**src/rtl/vga_sync_gen.sv**
```systemverilog
// VGA pixel timing: clock divider, h/v counters, sync decode and source-aligned output stage.
// Optional VGA_SYNC_FRAME_LATCH_EN: mode selects only reload on frame_start.
module vga_sync_gen #(
  parameter int CLK_DIV   = 4,
  parameter int H_DISPLAY = 640,
  parameter int H_FRONT   = 16,
  parameter int H_SYNC    = 96,
  parameter int H_BACK    = 48,
  parameter int V_DISPLAY = 480,
  parameter int V_FRONT   = 10,
  parameter int V_SYNC    = 2,
  parameter int V_BACK    = 33,
  parameter int SRC_DELAY = 2
) (
  input  logic        clk,
  input  logic        rst_n,
  input  logic [1:0]  sw_size,
  input  logic [2:0]  sw_rgb,
  input  logic [11:0] rgb_in,
  output logic [10:0] x,
  output logic [10:0] y,
  output logic [1:0]  size,
  output logic [2:0]  rgb,
  output logic        pix_tick,
  output logic        frame_start,
  output logic        hsync,
  output logic        vsync,
  output logic        video_on,
  output logic [11:0] rgb_out
);

  localparam int H_TOTAL = H_DISPLAY + H_FRONT + H_SYNC + H_BACK;
  localparam int V_TOTAL = V_DISPLAY + V_FRONT + V_SYNC + V_BACK;
  localparam int DIV_W   = (CLK_DIV > 1) ? $clog2(CLK_DIV) : 1;

  localparam logic [DIV_W-1:0] DIV_LAST = DIV_W'(CLK_DIV - 1);
  localparam logic [10:0] H_LAST    = 11'(H_TOTAL - 1);
  localparam logic [10:0] V_LAST    = 11'(V_TOTAL - 1);
  localparam logic [10:0] H_ACT     = 11'(H_DISPLAY);
  localparam logic [10:0] V_ACT     = 11'(V_DISPLAY);
  localparam logic [10:0] H_SYNC_LO = 11'(H_DISPLAY + H_FRONT);
  localparam logic [10:0] H_SYNC_HI = 11'(H_DISPLAY + H_FRONT + H_SYNC);
  localparam logic [10:0] V_SYNC_LO = 11'(V_DISPLAY + V_FRONT);
  localparam logic [10:0] V_SYNC_HI = 11'(V_DISPLAY + V_FRONT + V_SYNC);

  logic [DIV_W-1:0] div_cnt_q, div_cnt_d;
  logic [10:0]      x_q, x_d;
  logic [10:0]      y_q, y_d;
  logic [1:0]       size_q, size_d;
  logic [2:0]       rgb_q, rgb_d;
  logic             tick;
  logic             frame_wrap;

  logic             hs_raw, vs_raw, von_raw;
  logic [SRC_DELAY-1:0] hs_dly_q, hs_dly_d;
  logic [SRC_DELAY-1:0] vs_dly_q, vs_dly_d;
  logic [SRC_DELAY-1:0] von_dly_q, von_dly_d;

  logic             hsync_q, hsync_d;
  logic             vsync_q, vsync_d;
  logic             video_on_q, video_on_d;
  logic [11:0]      rgb_out_q, rgb_out_d;

  always_comb begin
    div_cnt_d  = div_cnt_q;
    x_d        = x_q;
    y_d        = y_q;
    tick       = (div_cnt_q == DIV_LAST);
    frame_wrap = tick && (x_q == H_LAST) && (y_q == V_LAST);

    if (tick) begin
      div_cnt_d = '0;
    end else begin
      div_cnt_d = div_cnt_q + DIV_W'(1);
    end

    // The line wrap and the frame wrap land on the same tick.
    if (tick) begin
      if (x_q == H_LAST) begin
        x_d = '0;
        y_d = (y_q == V_LAST) ? 11'd0 : (y_q + 11'd1);
      end else begin
        x_d = x_q + 11'd1;
      end
    end
  end

  always_comb begin
    hs_raw  = !((x_q >= H_SYNC_LO) && (x_q < H_SYNC_HI));
    vs_raw  = !((y_q >= V_SYNC_LO) && (y_q < V_SYNC_HI));
    von_raw = (x_q < H_ACT) && (y_q < V_ACT);
  end

  // Delay lines advance every clock so alignment is independent of the tick rate.
  always_comb begin
    hs_dly_d     = hs_dly_q;
    vs_dly_d     = vs_dly_q;
    von_dly_d    = von_dly_q;
    hs_dly_d[0]  = hs_raw;
    vs_dly_d[0]  = vs_raw;
    von_dly_d[0] = von_raw;
    for (int i = 1; i < SRC_DELAY; i++) begin
      hs_dly_d[i]  = hs_dly_q[i-1];
      vs_dly_d[i]  = vs_dly_q[i-1];
      von_dly_d[i] = von_dly_q[i-1];
    end
  end

  always_comb begin
    hsync_d    = hs_dly_q[SRC_DELAY-1];
    vsync_d    = vs_dly_q[SRC_DELAY-1];
    video_on_d = von_dly_q[SRC_DELAY-1];
    rgb_out_d  = von_dly_q[SRC_DELAY-1] ? rgb_in : 12'h000;
  end

  always_comb begin
    size_d = size_q;
    rgb_d  = rgb_q;
`ifdef VGA_SYNC_FRAME_LATCH_EN
    if (frame_wrap) begin
      size_d = sw_size;
      rgb_d  = sw_rgb;
    end
`else
    size_d = sw_size;
    rgb_d  = sw_rgb;
`endif
  end

  always_ff @(posedge clk or negedge rst_n) begin
    if (!rst_n) begin
      div_cnt_q  <= '0;
      x_q        <= '0;
      y_q        <= '0;
      size_q     <= '0;
      rgb_q      <= '0;
      hs_dly_q   <= '1;
      vs_dly_q   <= '1;
      von_dly_q  <= '0;
      hsync_q    <= 1'b1;
      vsync_q    <= 1'b1;
      video_on_q <= 1'b0;
      rgb_out_q  <= 12'h000;
    end else begin
      div_cnt_q  <= div_cnt_d;
      x_q        <= x_d;
      y_q        <= y_d;
      size_q     <= size_d;
      rgb_q      <= rgb_d;
      hs_dly_q   <= hs_dly_d;
      vs_dly_q   <= vs_dly_d;
      von_dly_q  <= von_dly_d;
      hsync_q    <= hsync_d;
      vsync_q    <= vsync_d;
      video_on_q <= video_on_d;
      rgb_out_q  <= rgb_out_d;
    end
  end

  assign x           = x_q;
  assign y           = y_q;
  assign size        = size_q;
  assign rgb         = rgb_q;
  assign pix_tick    = tick;
  assign frame_start = frame_wrap;
  assign hsync       = hsync_q;
  assign vsync       = vsync_q;
  assign video_on    = video_on_q;
  assign rgb_out     = rgb_out_q;

endmodule
```
**config.mk**
```make
export PLATFORM = sky130hd
export DESIGN_NAME = vga_sync_gen
export DESIGN_NICKNAME = d
export VERILOG_FILES = /design/src/rtl/vga_sync_gen.sv
export SDC_FILE = /design/constraint.sdc
export NUM_CORES = 1
export LEC_CHECK = 0
export CORE_UTILIZATION = 41
export DETAILED_ROUTE_END_ITERATION = 6
export GPL_TIMING_DRIVEN = 0
export PLACE_DENSITY = 0.75
export SLEW_MARGIN = 20
export SYNTH_ARGS = -nofsm -noshare
export SYNTH_HDL_FRONTEND = slang
export SYNTH_SLANG_ARGS = --single-unit
```
**constraint.sdc**
```tcl
create_clock -name clk -period 1.7 [get_ports clk]
set_input_delay 0.51 -clock clk [delete_from_list [all_inputs] [get_ports clk]]
set_output_delay 0.51 -clock clk [all_outputs]
set_load 0.02 [all_outputs]
```
==> metrics.txt, run 1 <==
syn avg cell area=12.1 um2; power consumption=0.00204 W; Placed Cells=296; Syn Inst Count=166; YS warnings=0; DR pass1 iterations=4; DIE HEIGHT=72.1 um; cell row count=25; cts bufs inserted=5; Period Utilization, post-route=1.20; most frequent cell after synthesis=dfrtp_1; status=complete, but fails checks; Iter 0 DRT Violations=63; Port Buf Inserts=62; largest net degree at the start of global routing=30; Synth cell types=32; Setup-failing EPs final=2; Worst Hold Class=in2async; Top FF cell, synth=dfrtp_1; relative slew slack=0.547; RD Place Congestion=0.767; # nets final=282; top cells by area, synth=dfrtp_1, dfstp_2, and2_1; CTS clk-pin slew, worst paths=0.09 ns; post-cts hold buffer count=0; #FFs+latches synth=50; setup slack at placement=-0.667 ns; first-pass GRT wire length=6960 um; setup TNS=-0.428 ns; failing checks=setup timing; Arr. time, crit path=1.54 ns; sequential area share after synthesis=0.625; die width=72.1 um; average via count per standard cell=4.84; number of synthesized flops with an enable pin=0; vias=1572; RSZ-0062 raised after global routing=yes; CP Capture Type=output pin; Worst Tran Pin Value=0.679 ns; later-pin clock latency in the skew report=0.31 ns; Post-Syn Area=2010 um2; final WL=4340 um; Synth area leader=dfrtp_1; DR WL/cell=13.4 um; max-slew violations=0; slowest CP cell=dfrtp_2; fin worst setup slack=-0.345 ns; drt drc=0; DP HPWL=2790 um; worst vdd ir=0.276 mV; TritonCTS clock tree=built; layout cells sized above 1=0.302; Area Overhead vs Synth=53.7%; Post-Syn Nets=191; Post-Layout Cell Count=325; Top delay family on crit path=simple AND/OR/NAND/NOR gates; Max Freq=489 MHz; top fanout value on the critical path=2; Clock Tree Buf Depth=2; root buffer cell=clkbuf_8; Yosys top cell area share=0.547; initial core utilization=0.426; Startpoint Class=flop; total grt overflow=0; Critical Path Max Stage Delay=0.42 ns; ANT nets after route=0; clk sinks=50; core area=4720 um2; leak pwr=1.42 nW; Total GRT Usage=0.176; # IOs=63; power per cell area=658 nW/um2; Fin. Hold Viols=0; vias in the first global route=1474; Async S/R FF share, synth=1.00; CP required=1.19 ns; initial antenna violation count=0; crit-path cells=inv_2 -> ha_4 -> nor4bb_4 -> nand3_4 -> nor2_4 -> buf_6; hold slack=0.235 ns; maxcap violations=0; CTS H-tree lvls=2; worst path bufs/invs=2; final worst path period need=2.05 ns; crit path kind=reg2out; clk_skew=0.00868 ns; Synth top cells by count=dfrtp_1, and2_1, nand3_1; DIE AREA=5190 um2; number of diodes=0
==> layer usage <==
metal | up-vias | part of all wire | global-route usage
met3 | 6 | 0.058 | 0.0514
met4 | 0 | 0.015 | 0.0588
met1 | 757 | 0.46 | 0.230
li1 | 749 | - | -
met2 | 60 | 0.46 | 0.281
met5 | - | 0 | 0
==> cell families after synthesis <==
logic type	count (synthesis)	synth area share
xor gates and xnor gates	13	0.0566
AOI/OAI and AO/OA	16	0.0429
buffers and inverters	11	0.0255
DFF	50	0.625
and+or+nand+nor	69	0.208
muxes	1	0.00497
adders and majority gates	6	0.0373
==> where the power goes <==
group          switching [W]  total, W  internal [W]
clock network       0.000400  0.000691      0.000291
logic              0.0000646  0.000132     0.0000673
registers         0.00000371   0.00121       0.00121
==> per-stage QoR <==
step                cell area [um2]  utilization
CTS                            2990        0.633
finish                         3090        0.655
detailed placement             2810        0.594
floorplan                      2080            -
global route                   3090        0.655
global placement               2780        0.589
==> layout make-up <==
| cell class | instances | area, um2 |
|---|---|---|
| clock buffer | 6 | 72.6 |
| fill | 372 | 1630 |
| clock inverter | 2 | 15.0 |
| tap | 67 | 83.8 |
| timing repair buffer | 84 | 762 |
| sequential | 50 | 1270 |
| inverter | 7 | 26.3 |
| buffer | 4 | 35.0 |
| multi-input combinational | 105 | 825 |
==> flip-flops by register name (all words and copies together) (netlist names) <==
register / cells
div_cnt_q: 2
hs_dly_q: 2
hsync: 1
rgb: 3
rgb_out: 12
size: 2
video_on: 1
von_dly_q: 2
vs_dly_q: 2
vsync: 1
x: 11
y: 11
==> layout by cell type (no fill, tap or decap), types with 8 or more instances in the layout <==
cell	n
dlygate4sd2_1	34
clkdlybuf4s50_1	17
nand2_1	9
and2_1	14
buf_4	19
dfrtp_2	13
nand3_1	12
dfrtp_1	31
o21ai_0	8
==> worst paths after layout <==
path,cells after the start,end,slack [ns],from
max,6,frame_start,-0.35,y[0]
min,1,video_on,0.24,rst_n
max reg2reg,7,y[9],0.01,div_cnt_q[0]
min reg2reg,0,von_dly_q[1],0.36,von_dly_q[0]
max in group asynchronous,2,hs_dly_q[0],0.85,rst_n
min in group clk,0,von_dly_q[1],0.36,von_dly_q[0]
==> timing repair <==
action,CTS,global route
buffers inserted,15,7
endpoints found under the setup margin,44,26
resized for setup,64,28
cloned,0,1
pin swaps,6,8
endpoints found under the hold margin,0,0
(Power assumes the default switching activity.)
==> run 2: changes to the inputs <==
--- a/config.mk
+++ b/config.mk
@@ -5,7 +5,9 @@
 export SDC_FILE = /design/constraint.sdc
 export NUM_CORES = 1
 export LEC_CHECK = 0
-export CORE_UTILIZATION = 41
+export CELL_PAD_IN_SITES_DETAIL_PLACEMENT = 1
+export CELL_PAD_IN_SITES_GLOBAL_PLACEMENT = 1
+export CORE_UTILIZATION = 32
 export DETAILED_ROUTE_END_ITERATION = 6
 export GPL_TIMING_DRIVEN = 0
 export PLACE_DENSITY = 0.75
==> metrics.txt, run 2 (synthesis gave the netlist of run 1 again) <==
failing checks=setup timing; Total GRT Usage=0.173 (-0.00308); Post-Layout Cell Count=331 (+1.8%); Iter 0 DRT Violations=38 (-40%); CTS H-tree lvls=2 (unchanged); crit path kind=reg2out; reg-to-reg endpoint=y[9]; Arr. time, crit path=1.54 ns (about the same); crit-path cells=inv_2 -> ha_4 -> nor4bb_4 -> nand3_4 -> nor2_4 -> buf_6; RSZ-0062 raised after global routing=yes; slowest CP cell=dfrtp_2; FILL cells=649 (+74%); die width=81.3 um (+13%); RD Place Congestion=0.743 (-3.0%); layout cells sized above 1=0.324 (+0.0219); DR pass1 iterations=3 (-1); Startpoint Class=flop; largest net degree at the start of global routing=27 (-10%); final WL=5130 um (+18%); Worst Tran Pin Value=0.592 ns (-0.0875 ns); first-pass GRT wire length=8500 um (+22%); maxcap violations=0 (unchanged); number of diodes=0 (unchanged); Port Buf Inserts=62 (unchanged); average via count per standard cell=4.87 (+0.75%); top fanout value on the critical path=2 (unchanged); max reg flops=12 (unchanged); # nets final=281 (-0.35%); status=complete, but fails checks; root buffer cell=clkbuf_8; flop2flop setup slack=0.01 ns (about the same); clk_skew=0.00415 ns (-0.00454 ns); power per cell area=654 nW/um2 (-0.53%); relative slew slack=0.605 (+0.0583); worst vdd ir=0.299 mV (+8.1%); CTS clk-pin slew, worst paths=0.09 ns (about the same); drt drc=0 (unchanged); Reg2Reg Depth=7 (unchanged); clk sinks=50 (unchanged); core area=5990 um2 (+27%); CP Capture Type=output pin; CP required=1.19 ns (about the same); worst r2r src=div_cnt_q[0]; initial antenna violation count=0 (unchanged); most frequent cells in the layout=dlygate4sd2_1, dfrtp_1, clkdlybuf4s50_1, buf_4, dfrtp_2; Max Freq=488 MHz (-0.20%); fin worst setup slack=-0.349 ns (-0.00401 ns); vias in the first global route=1718 (+17%); total grt overflow=0 (unchanged); cell row count=28 (+12%); Fin. Hold Viols=0 (unchanged); setup slack at placement=-0.712 ns (-0.0450 ns); DIE HEIGHT=81.3 um (+13%); final worst path period need=2.05 ns (+0.00401 ns); Critical Path Max Stage Delay=0.42 ns (about the same); cts bufs inserted=5 (unchanged); fin util=0.516 (-0.139); DR WL/cell=15.5 um (+16%); DIE AREA=6610 um2 (+27%); later-pin clock latency in the skew report=0.30 ns (about the same); Area Overhead vs Synth=53.6% (about the same); commonest non-fill, non-tap cell in the layout=dlygate4sd2_1; DP HPWL=3370 um (+21%); Period Utilization, post-route=1.21 (+0.00236); ANT nets after route=0 (unchanged); vias=1613 (+2.6%); leak pwr=1.39 nW (-2.4%); Worst Hold Class=in2async; Clock Tree Buf Depth=2 (unchanged); initial core utilization=0.336 (-0.0902); TritonCTS clock tree=built; post-cts hold buffer count=0 (unchanged); Setup-failing EPs final=2 (unchanged); # IOs=63 (unchanged); Placed Cells=304 (+2.7%); max-slew violations=0 (unchanged)
[run 2: cell count changes in the layout (fill, tap and decap cells not counted), moves of 2 or more]
cell / previous run / this run
dfrtp_1: 31 / 28
nand3_1: 12 / 10
dfrtp_2: 13 / 16
clkdlybuf4s15_1: 4 / 1
clkbuf_2: 4 / 6
nor2_2: 3 / 0
nor2_1: 4 / 7
buf_4: 19 / 17
[run 2: through the flow]
stage	setup TNS, ns	hold WS (ns)	instance area, um2	total power (W)
floorplan	-0.0720	0.214	2080	0.00128
global placement	-63.67	0.333	2790	0.00138
detailed placement	-0.729	0.336	2810	0.00139
CTS	-0.443	0.218	3020	0.00206
global route	-0.849	0.237	3090	0.00212
finish	-0.517	0.204	3090	0.00202
[run 2: where the power goes]
| part | switching (W) | internal (W) | total, W |
|---|---|---|---|
| sequential | 0.00000416 | 0.00121 | 0.00121 |
| clock | 0.000397 | 0.000282 | 0.000679 |
| combinational | 0.0000660 | 0.0000656 | 0.000132 |
[run 2: area by class of cell]
cell class              instances  area, um2  area share
flip-flops and latches         50       1280       0.413
well taps                      75       93.8      0.0303
repair buffers                 83        739       0.239
plain buffers                   4       35.0      0.0113
multi-input cells             105        833       0.269
clock buffers                   5       68.8      0.0222
inverters                       7       28.8     0.00930
clock inverters                 2       15.0     0.00485
[run 2: per-layer routing]
metal  up-vias  track usage  part of all wire
li1        749            -                 -
met1       812        0.214              0.43
met2        48        0.299              0.51
met3         4       0.0360             0.055
met4         0       0.0536            0.0076
met5         -            0                 0
[run 2: how the worst max path moves through the flow]
stage / endpoint / from / slack, ns
global placement: y[0] / rst_n / -1.49
finish: frame_start / y[1] / -0.35
detailed placement: frame_start / y[1] / -0.71
global route: frame_start / y[1] / -0.42
floorplan: frame_start / y[1] / -0.07
CTS: frame_start / y[1] / -0.35
[run 2: critical path, delay by kind of cell, from the launching register on]
family,cells,cell delay (ns)
buffers and inverters,2,0.20
DFF,1,0.42
adders and majority gates,1,0.12
and+or+nand+nor,3,0.50
[run 2: repair_timing]
action                                  CTS  global route
setup buffers                            17             2
gates resized for setup                  73            26
endpoints found under the setup margin   46            22
pin swaps                                 6             2
cloned                                    0             1
